`config.mk`:
```
export PLATFORM = sky130hd
export DESIGN_NAME = hub75_frame_reader
export DESIGN_NICKNAME = d
export VERILOG_FILES = /design/src/rtl/hub75_pkg.sv /design/src/rtl/hub75_frame_reader.sv
export SDC_FILE = /design/constraint.sdc
export NUM_CORES = 1
export LEC_CHECK = 0
export ABC_AREA = 1
export ABC_CLOCK_PERIOD_IN_PS = 2700
export CAP_MARGIN = 20
export CELL_PAD_IN_SITES_DETAIL_PLACEMENT = 0
export CELL_PAD_IN_SITES_GLOBAL_PLACEMENT = 2
export CORE_MARGIN = 8
export CORE_UTILIZATION = 31
export CTS_BUF_LIST = sky130_fd_sc_hd__clkbuf_2
export DETAILED_ROUTE_END_ITERATION = 16
export GPL_ROUTABILITY_DRIVEN = 0
export PLACE_DENSITY = 0.85
export SKIP_LAST_GASP = 1
export SLEW_MARGIN = 25
export SYNTH_ARGS = -nofsm -noshare
export SYNTH_HDL_FRONTEND = slang
export SYNTH_SLANG_ARGS = --single-unit
```
`constraint.sdc`:
```
create_clock -name clk -period 2.7 [get_ports clk]
set_input_delay 0.405 -clock clk [delete_from_list [all_inputs] [get_ports clk]]
set_output_delay 0.405 -clock clk [all_outputs]
set_load 0.05 [all_outputs]
```
`src/rtl/hub75_pkg.sv`:
```
// Shared HUB75 definitions: panel geometry defaults, the upper/lower
// pixel pair and the frame reader FSM states. The shifter imports the
// same package so both sides agree on the pair layout.
package hub75_pkg;

  localparam int DEF_WIDTH = 64;
  localparam int DEF_ROWS  = 32;

  // One column of the two half-panels, each {B,G,R}
  typedef struct packed {
    logic [2:0] rgb1;
    logic [2:0] rgb2;
  } hub75_pair_t;

  typedef enum logic [1:0] {
    ST_TOP  = 2'd0,
    ST_BOT  = 2'd1,
    ST_CAP  = 2'd2,
    ST_HOLD = 2'd3
  } hub75_state_e;

endpackage

```
`src/rtl/hub75_frame_reader.sv`:
```
// HUB75 frame reader: walks a 1-bit-per-channel framebuffer in a
// synchronous RAM (1-cycle read latency) and hands out one upper/lower
// pixel pair per column over valid/ready.
// Optional feature: define HUB75_FB_SWAP_EN for double-buffered frames
// (bank bit as address MSB, swap applied at the frame boundary).
module hub75_frame_reader
  import hub75_pkg::*;
#(
  parameter int WIDTH = DEF_WIDTH,
  parameter int ROWS  = DEF_ROWS,
`ifdef HUB75_FB_SWAP_EN
  parameter int AW    = $clog2(2*ROWS*WIDTH) + 1
`else
  parameter int AW    = $clog2(2*ROWS*WIDTH)
`endif
) (
  input  logic                    clk,
  input  logic                    rst,
  input  logic                    enable,
  output logic                    fb_rd,
  output logic [AW-1:0]           fb_addr,
  input  logic [2:0]              fb_rdata,
  output logic                    pix_valid,
  input  logic                    pix_ready,
  output logic [2:0]              pix_rgb1,
  output logic [2:0]              pix_rgb2,
  output logic [$clog2(ROWS)-1:0] pix_line,
  output logic                    pix_last,
  input  logic                    swap_req,
  output logic                    swap_ack
);

  localparam int CW = $clog2(WIDTH);
  localparam int LW = $clog2(ROWS);
  localparam logic [CW-1:0] COL_LAST  = CW'(WIDTH - 1);
  localparam logic [LW-1:0] LINE_LAST = LW'(ROWS - 1);

  hub75_state_e  state_r;
  logic [CW-1:0] col_r;
  logic [LW-1:0] line_r;
  logic [2:0]    top_hold_r;
  hub75_pair_t   pair_r;
  logic          pix_valid_r;
  logic [LW-1:0] pix_line_r;
  logic          pix_last_r;
  logic [AW-1:0] addr_hold_r;
  logic [AW-1:0] top_addr_s;
  logic [AW-1:0] bot_addr_s;
  logic [AW-1:0] addr_s;
  logic          rd_s;
  logic          xfer_s;

  assign xfer_s = (state_r == ST_HOLD) && pix_valid_r && pix_ready;

`ifdef HUB75_FB_SWAP_EN
  logic bank_r;
  logic pend_r;
  logic swap_ack_r;
  logic pend_s;
  logic wrap_s;

  // A request in the same cycle as the boundary transfer counts immediately
  assign pend_s = pend_r | swap_req;
  assign wrap_s = xfer_s && (col_r == COL_LAST) && (line_r == LINE_LAST);

  // Upper half rows are 0..ROWS-1, lower half ROWS..2*ROWS-1 (MSB of row set)
  assign top_addr_s = {bank_r, 1'b0, line_r, col_r};
  assign bot_addr_s = {bank_r, 1'b1, line_r, col_r};
  assign swap_ack   = swap_ack_r;

  // Sticky swap request, applied only on the frame-boundary transfer
  always_ff @(posedge clk) begin
    if (rst) begin
      bank_r     <= 1'b0;
      pend_r     <= 1'b0;
      swap_ack_r <= 1'b0;
    end else begin
      swap_ack_r <= 1'b0;
      if (wrap_s && pend_s) begin
        bank_r     <= ~bank_r;
        pend_r     <= 1'b0;
        swap_ack_r <= 1'b1;
      end else begin
        pend_r <= pend_s;
      end
    end
  end
`else
  assign top_addr_s = {1'b0, line_r, col_r};
  assign bot_addr_s = {1'b1, line_r, col_r};
  // Single-bank build: requests have no effect
  assign swap_ack   = swap_req & 1'b0;
`endif

  // RAM strobe/address decode from the registered state; address holds when idle
  always_comb begin
    rd_s   = 1'b0;
    addr_s = addr_hold_r;
    if (rst) begin
      rd_s   = 1'b0;
      addr_s = {AW{1'b0}};
    end else begin
      case (state_r)
        ST_TOP: begin
          if (enable) begin
            rd_s   = 1'b1;
            addr_s = top_addr_s;
          end else begin
            rd_s   = 1'b0;
            addr_s = addr_hold_r;
          end
        end
        ST_BOT: begin
          rd_s   = 1'b1;
          addr_s = bot_addr_s;
        end
        default: begin
          rd_s   = 1'b0;
          addr_s = addr_hold_r;
        end
      endcase
    end
  end

  assign fb_rd   = rd_s;
  assign fb_addr = addr_s;

  // Fetch FSM: two reads, capture, then hold the pair until accepted
  always_ff @(posedge clk) begin
    if (rst) begin
      state_r     <= ST_TOP;
      col_r       <= {CW{1'b0}};
      line_r      <= {LW{1'b0}};
      top_hold_r  <= 3'b000;
      pair_r      <= hub75_pair_t'(6'b000000);
      pix_valid_r <= 1'b0;
      pix_line_r  <= {LW{1'b0}};
      pix_last_r  <= 1'b0;
      addr_hold_r <= {AW{1'b0}};
    end else begin
      if (rd_s) begin
        addr_hold_r <= addr_s;
      end
      case (state_r)
        ST_TOP: begin
          if (enable) begin
            state_r <= ST_BOT;
          end else begin
            state_r <= ST_TOP;
          end
        end
        ST_BOT: begin
          top_hold_r <= fb_rdata;
          state_r    <= ST_CAP;
        end
        ST_CAP: begin
          pair_r.rgb1 <= top_hold_r;
          pair_r.rgb2 <= fb_rdata;
          pix_line_r  <= line_r;
          pix_last_r  <= (col_r == COL_LAST);
          pix_valid_r <= 1'b1;
          state_r     <= ST_HOLD;
        end
        ST_HOLD: begin
          if (xfer_s) begin
            pix_valid_r <= 1'b0;
            state_r     <= ST_TOP;
            // Power-of-two geometry: line wraps naturally at the frame end
            if (col_r == COL_LAST) begin
              col_r  <= {CW{1'b0}};
              line_r <= line_r + LW'(1);
            end else begin
              col_r <= col_r + CW'(1);
            end
          end else begin
            state_r <= ST_HOLD;
          end
        end
        default: begin
          state_r <= ST_TOP;
        end
      endcase
    end
  end

  assign pix_valid = pix_valid_r;
  assign pix_rgb1  = pair_r.rgb1;
  assign pix_rgb2  = pair_r.rgb2;
  assign pix_line  = pix_line_r;
  assign pix_last  = pix_last_r;

endmodule

```
==> qor.tcl, run 1 <==
set qor(run_status) {complete, no violations}
set qor(global_route.usage.total_pct) 10.7
set qor(pin_count_of_the_biggest_net_entering_global_routing) 22
set qor(post_dp_cell_area_um2) 2200
set qor(die_width_um) 89.6
set qor(maxClockFrequency_mhz) 415
set qor(worst_setup_hold_path_clk_slew_ps) 190
set qor(worst_hold_path_type) {flop to flop}
set qor(synth_seq_area_share_pct) 48.9
set qor(final_period_minus_worst_setup_slack_ps) 2410
set qor(rsz0062_at_grt) {false}
set qor(detailroute.via_count) 1501
set qor(drc) 0
set qor(design.die.area_um2) 8020
set qor(register_bit_count_reported_by_yosys) 41
set qor(synthTopCellsByArea) {sky130_fd_sc_hd__dfxtp_1, sky130_fd_sc_hd__nor2_1, sky130_fd_sc_hd__o21ai_0, sky130_fd_sc_hd__nand2_1, sky130_fd_sc_hd__a21oi_1}
set qor(finalMaxSlewViolations) 0
set qor(viasPerCell) 4.56
set qor(netlist_top_cells_count) {sky130_fd_sc_hd__nor2_1, sky130_fd_sc_hd__dfxtp_1, sky130_fd_sc_hd__nand2_1}
set qor(cts_hold_repair.buffers) 0
set qor(syn-cell-area_um2) 1680
set qor(crit_type) {flop to output pin}
set qor(post-route-period-util_pct) 89.2
set qor(floorplan.io_pins) 35
set qor(least_margin_pin_slew_ps) 521
set qor(finalHoldViolations) 0
set qor(floorplan.rows) 26
set qor(synth_ff_type) {sky130_fd_sc_hd__dfxtp_1}
set qor(setup_tns_ps) 0
set qor(die_h_um) 89.6
set qor(synth_nets) 235
set qor(synth_warnings) 0
set qor(cts_tree) {yes}
set qor(detailed_placement_wirelength_estimate_um) 2770
set qor(syn-instance-count) 225
set qor(critPathArrivalTime_ps) 2000
set qor(n_antenna_cell) 0
set qor(numCtsBuffers) 5
set qor(leakage_nw) 0.951
set qor(start_util_pct) 32.4
set qor(final.setup_skew_ps) 13.2
set qor(post_cts_resized) 0
set qor(max_buffers_root_to_sink) 2
set qor(netlist.top_cell.by_area) {sky130_fd_sc_hd__dfxtp_1}
set qor(number_of_antenna_violations_at_the_first_check_in_global_routing) 0
set qor(final_cell_area_um2) 2260
set qor(clk-insertion-delay-late_ps) 390
set qor(clkSinkCount) 41
set qor(placement.io_buffers) 32
set qor(area_share_of_the_largest_cell_type_after_synthesis_pct) 48.9
set qor(detail_route.iter0.violations) 119
set qor(area_delta_synth_final_pct) 34.8
set qor(dp_worst_setup_slack_ps) 296
set qor(final.setup.worst_slack_ps) 291
set qor(worst_ir_drop_vdd_mv) 0.278
set qor(critical_path.endpoint_type) {output pin}
set qor(required_ps) 2300
set qor(critical_path.cell_chain) {inv_1, nand2_2, nand2_2, nand2_1, o21ai_0, buf_12}
set qor(setup.worst_path.start_class) {flop}
set qor(ctsHtreeMaxLevel) 2
set qor(detail_route.wirelength_um) 3850
set qor(drive_gt1_share_pct) 12.4
set qor(crit_path_max_incr_delay_ps) 360
set qor(power-per-cell-area_nw_per_um2) 590
set qor(async_flop_share_pct) 0
set qor(clockRootBuffer) {sky130_fd_sc_hd__clkbuf_2}
set qor(crit_fanout) 18
set qor(final_antenna_net_count) 0
set qor(critPathMostFrequentCell) {sky130_fd_sc_hd__nand2_2}
set qor(slew_headroom_pct) 65.2
set qor(max_cap_viol_count) 0
set qor(post_cts.repair.setup_buffers) 0
set qor(avgRoutedWirePerCell_um) 11.7
set qor(cell_with_the_biggest_individual_delay_on_the_critical_path) {sky130_fd_sc_hd__dfxtp_1}
set qor(post_synth_num_cell_types) 24
set qor(globalRouteOverflowTotal) 0
set qor(first_global_vias) 1491
set qor(synth_enable_flop_cells) 0
set qor(core_um2) 5170
set qor(drt_pass1_iterations) 4
set qor(grt_first_pass_wirelength_um) 6680
set qor(nets) 269
set qor(yosysMostFrequentCell) {sky130_fd_sc_hd__nor2_1}
set qor(syn-mean-instance-area_um2) 7.46
set qor(timing.final.setup_violations) 0
path summary, 6_finish.rpt:
path | end | slack, ps | startpoint | depth (start not counted)
hold reg to reg | addr_hold_r[11] | 490 | addr_hold_r[11] | 2
setup / recovery | fb_addr[9] | 290 | state_r[1] | 6
hold / removal | addr_hold_r[11] | 490 | addr_hold_r[11] | 2
setup reg to reg | addr_hold_r[2] | 1290 | state_r[1] | 6
placed cells by master (no fill, tap or decap), types with 2 or more instances in the layout:
cell type / count
sky130_fd_sc_hd__clkdlybuf4s50_1: 19
sky130_fd_sc_hd__dfxtp_1: 41
sky130_fd_sc_hd__inv_1: 14
sky130_fd_sc_hd__inv_2: 2
sky130_fd_sc_hd__a211oi_1: 8
sky130_fd_sc_hd__buf_12: 13
sky130_fd_sc_hd__clkbuf_2: 5
sky130_fd_sc_hd__nand4_1: 3
sky130_fd_sc_hd__buf_4: 4
sky130_fd_sc_hd__nor2_1: 54
sky130_fd_sc_hd__ha_1: 2
sky130_fd_sc_hd__nand2_2: 3
sky130_fd_sc_hd__a21oi_1: 14
sky130_fd_sc_hd__o21ai_0: 26
sky130_fd_sc_hd__nand2_1: 33
sky130_fd_sc_hd__nand3_1: 8
critical path: cells and delay by family, from the launching register on:
kind / cells / cell delay (ps)
DFF: 1 / 360
buffers and inverters: 2 / 300
and+or+nand+nor: 3 / 610
AOI/OAI and AO/OA: 1 / 340
metal layers:
metal	share of wire [%]	track usage, %	up-vias
met5	0	0	-
met4	1.8	4.98	0
met3	6.2	3.37	8
met2	44	18.0	30
met1	48	12.0	662
li1	-	-	801
cell type report:
type / count / area (um^2)
Fill cell: 541 / 2910
Clock inverter: 2 / 35.0
Timing Repair Buffer: 36 / 480
Tap cell: 70 / 87.6
Inverter: 17 / 63.8
Multi-Input combinational cell: 158 / 749
Clock buffer: 5 / 25.0
Sequential cell: 41 / 821
cells by family (layout without fill, tap and decap cells):
logic type | count (synthesis) | count (layout) | synth area share [%]
AOI/OAI and AO/OA | 49 | 49 | 15.8
xor gates and xnor gates | 1 | 1 | 0.522
adders and majority gates | 2 | 2 | 1.49
buffers and inverters | 26 | 60 | 6.41
DFF | 41 | 41 | 48.9
other | 1 | 1 | 0.223
and+or+nand+nor | 105 | 105 | 26.6
report_power, final:
part / switching (mW) / internal, mW
registers: 0.0160 / 0.642
clock network: 0.202 / 0.150
logic: 0.207 / 0.117
per-stage QoR:
stage	hold slack (ps)	utilization (%)	std cells	power (mW)
after floorplan	442	-	225	0.870
after global placement	448	42.6	322	0.997
after detailed placement	458	42.6	322	0.998
after CTS	487	43.7	329	1.35
after global routing	528	43.7	329	1.40
final	487	43.7	329	1.33
state kept, by name (all words and copies together), names as in the netlist:
signal       count
addr_hold_r     12
col_r            6
line_r           5
pix_line         5
pix_rgb1         3
pix_rgb2         3
top_hold_r       3
state_r          2
pix_last         1
pix_valid        1
No activity file was read; power rests on OpenSTA's default activity.
==> run 2: changes to the inputs <==
--- a/config.mk
+++ b/config.mk
@@ -15,6 +15,6 @@
 export CTS_BUF_LIST = sky130_fd_sc_hd__clkbuf_2
 export DETAILED_ROUTE_END_ITERATION = 16
-export GPL_ROUTABILITY_DRIVEN = 0
 export PLACE_DENSITY = 0.85
+export SETUP_SLACK_MARGIN = 0.4
 export SKIP_LAST_GASP = 1
 export SLEW_MARGIN = 25
==> constraint.sdc (replaced) <==
create_clock -name clk -period 2.7 [get_ports clk]
set_input_delay 0.54 -clock clk [delete_from_list [all_inputs] [get_ports clk]]
set_output_delay 0.54 -clock clk [all_outputs]
set_load 0.05 [all_outputs]
==> run 2 against run 1 <==
Compared with the run above: combinational power grew 13%; via count grew 2.2%; design area grew 5.1%; maximum frequency grew 7.2%; flip-flop and latch count is the same; final cell count grew 2.4%; critical path type unchanged; global-route usage grew 0.85 points; die area is the same; register-to-register slack gained 20 ps.
==> qor.tcl, run 2 (synthesis results as in run 1) <==
set qor(drc) 0 ;# unchanged
set qor(cell_depth_of_the_worst_hold_path) 2 ;# unchanged
set qor(drt_pass1_iterations) 4 ;# unchanged
set qor(ctsHtreeMaxLevel) 2 ;# unchanged
set qor(clkSinkCount) 41 ;# unchanged
set qor(maxClockFrequency_mhz) 445 ;# +7.2%
set qor(drive_gt1_share_pct) 20.6 ;# +8.2 points
set qor(detailed_placement_wirelength_estimate_um) 2890 ;# +4.4%
set qor(final.setup_skew_ps) 17.8 ;# +4.63 ps
set qor(start_util_pct) 32.4 ;# unchanged
set qor(final_core_utilization_pct) 46.0 ;# +2.2 points
set qor(floorplan.io_pins) 35 ;# unchanged
set qor(viasPerCell) 4.55 ;# -0.23%
set qor(required_ps) 2160 ;# -140 ps
set qor(critical_path.endpoint_type) {output pin}
set qor(final_period_minus_worst_setup_slack_ps) 2250 ;# -162 ps
set qor(setup.worst_path.start_class) {flop}
set qor(die_width_um) 89.6 ;# unchanged
set qor(path_delay_family) {buffers and inverters}
set qor(numCtsBuffers) 5 ;# unchanged
set qor(post-route-period-util_pct) 83.2 ;# -6.0 points
set qor(worst_hold_path_type) {flop to flop}
set qor(detail_route.wirelength_um) 4200 ;# +9.0%
set qor(critPathArrivalTime_ps) 1710 ;# -290 ps
set qor(cts_hold_repair.buffers) 0 ;# unchanged
set qor(mostFrequentLayoutCell) {sky130_fd_sc_hd__nor2_1}
set qor(n_antenna_cell) 0 ;# unchanged
set qor(holdCritStartpoint) {addr_hold_r[11]}
set qor(final_cell_area_um2) 2380 ;# +5.1%
set qor(worst_ir_drop_vdd_mv) 0.263 ;# -5.3%
set qor(slew_headroom_pct) 65.8 ;# +0.59 points
set qor(global_route.usage.total_pct) 11.6 ;# +0.85 points
set qor(run_status) {complete, no violations}
set qor(finalHoldViolations) 0 ;# unchanged
set qor(timing.rr.end) {col_r[5]}
set qor(max_flop_register) {addr_hold_r}
set qor(worstPathBufferInverterCount) 4 ;# +2
set qor(nets) 276 ;# +2.6%
set qor(crit_fanout) 5 ;# -13
set qor(pin_count_of_the_biggest_net_entering_global_routing) 17 ;# -23%
set qor(max_cap_viol_count) 0 ;# unchanged
set qor(crit_type) {flop to output pin}
set qor(worstRegToRegCells) 8 ;# +2
set qor(die_h_um) 89.6 ;# unchanged
set qor(detailroute.via_count) 1534 ;# +2.2%
set qor(floorplan.rows) 26 ;# unchanged
set qor(clk-insertion-delay-late_ps) 400 ;# about the same
set qor(placement.io_buffers) 32 ;# unchanged
set qor(min_delay_worst_endpoint) {addr_hold_r[11]}
set qor(worst_setup_hold_path_clk_slew_ps) 180 ;# about the same
set qor(critical_path.cell_chain) {inv_4, nand2_4, buf_4, nand2_4, buf_4, a211oi_2, buf_12}
set qor(globalRouteOverflowTotal) 0 ;# unchanged
set qor(power-per-cell-area_nw_per_um2) 541 ;# -8.3%
set qor(core_um2) 5170 ;# unchanged
set qor(setup_tns_ps) 0 ;# unchanged
set qor(place_congestion) 0.757
set qor(ff2ff_setup_slack_ps) 1310 ;# +20 ps
set qor(least_margin_pin_slew_ps) 512 ;# -8.82 ps
set qor(reg_top3) {addr_hold_r (12), col_r (6)}
set qor(post_dp_cell_area_um2) 2230 ;# +1.3%
set qor(most_frequent_cells_in_the_layout) {sky130_fd_sc_hd__nor2_1, sky130_fd_sc_hd__dfxtp_1, sky130_fd_sc_hd__nand2_1}
set qor(detail_route.iter0.violations) 47 ;# -61%
set qor(worst_r2r_startpoint) {col_r[1]}
set qor(design.die.area_um2) 8020 ;# unchanged
set qor(max_buffers_root_to_sink) 2 ;# unchanged
set qor(cell_with_the_biggest_individual_delay_on_the_critical_path) {sky130_fd_sc_hd__dfxtp_2}
set qor(number_of_antenna_violations_at_the_first_check_in_global_routing) 0 ;# unchanged
set qor(avgRoutedWirePerCell_um) 12.5 ;# +6.4%
set qor(crit_path_max_incr_delay_ps) 400 ;# +40 ps
set qor(cts_tree) {yes}
set qor(first_global_vias) 1493 ;# +0.13%
set qor(timing.final.setup_violations) 0 ;# unchanged
set qor(leakage_nw) 0.993 ;# +4.5%
set qor(largest_reg_flops) 12 ;# unchanged
set qor(rsz0062_at_grt) {true}
set qor(finalMaxSlewViolations) 0 ;# unchanged
set qor(grt_first_pass_wirelength_um) 7160 ;# +7.1%
set qor(area_delta_synth_final_pct) 41.8
set qor(clockRootBuffer) {sky130_fd_sc_hd__clkbuf_2}
set qor(final_antenna_net_count) 0 ;# unchanged
-- run 2: per-stage QoR --
| step | power [mW] | instances | hold WS (ps) | worst slack, ps |
|---|---|---|---|---|
| final | 1.29 | 337 | 487 | 453 |
| after floorplan | 0.873 | 225 | 442 | 61.9 |
| after global routing | 1.35 | 337 | 516 | 356 |
| after CTS | 1.29 | 335 | 491 | 406 |
| after detailed placement | 1.01 | 324 | 459 | 109 |
| after global placement | 1.01 | 324 | 446 | 74.4 |
-- run 2: how the worst max path moves through the flow --
stage	from	to	slack, ps	depth (start not counted)
CTS	state_r[1]	fb_addr[4]	410	7
global route	state_r[1]	fb_addr[2]	360	7
detailed placement	enable	fb_addr[10]	110	6
floorplan	rst	fb_addr[10]	60	5
global placement	enable	fb_addr[9]	70	6
finish	state_r[1]	fb_addr[0]	450	7
-- run 2: per-layer routing --
layer / track usage [%] / routed length, um / part of all wire (%)
met2: 17.8 / 1870 / 45
met3: 3.28 / 176 / 4.2
met5: 0 / 0 / 0
met1: 14.8 / 2090 / 50
met4: 4.53 / 65 / 1.5
-- run 2: repair_timing --
item | CTS | global route
buffers inserted | 2 | 2
setup endpoints to repair | 12 | 9
pin swaps | 3 | 3
gates cloned | 1 | 0
resized for setup | 14 | 13
-- run 2: area by class of cell --
| type | instances | area (um^2) |
|---|---|---|
| fillers | 531 | 2790 |
| well taps | 70 | 87.6 |
| multi-input cells | 159 | 827 |
| flip-flops and latches | 41 | 823 |
| clock inverters | 3 | 12.5 |
| inverters | 17 | 66.3 |
| repair buffers | 42 | 537 |
| clock buffers | 5 | 25.0 |
-- run 2: power by group --
| part | switching (mW) | internal [mW] | total (mW) |
|---|---|---|---|
| clock | 0.203 | 0.0567 | 0.260 |
| combinational | 0.226 | 0.140 | 0.366 |
| sequential | 0.0181 | 0.643 | 0.661 |
-- run 2: worst min-delay path: cells and delay by family, from the launching register on --
kind             cells  cell delay, ps
AO/OA/AOI/OAI        1              50
AND/OR/NAND/NOR      1              70
flip-flops           1             340
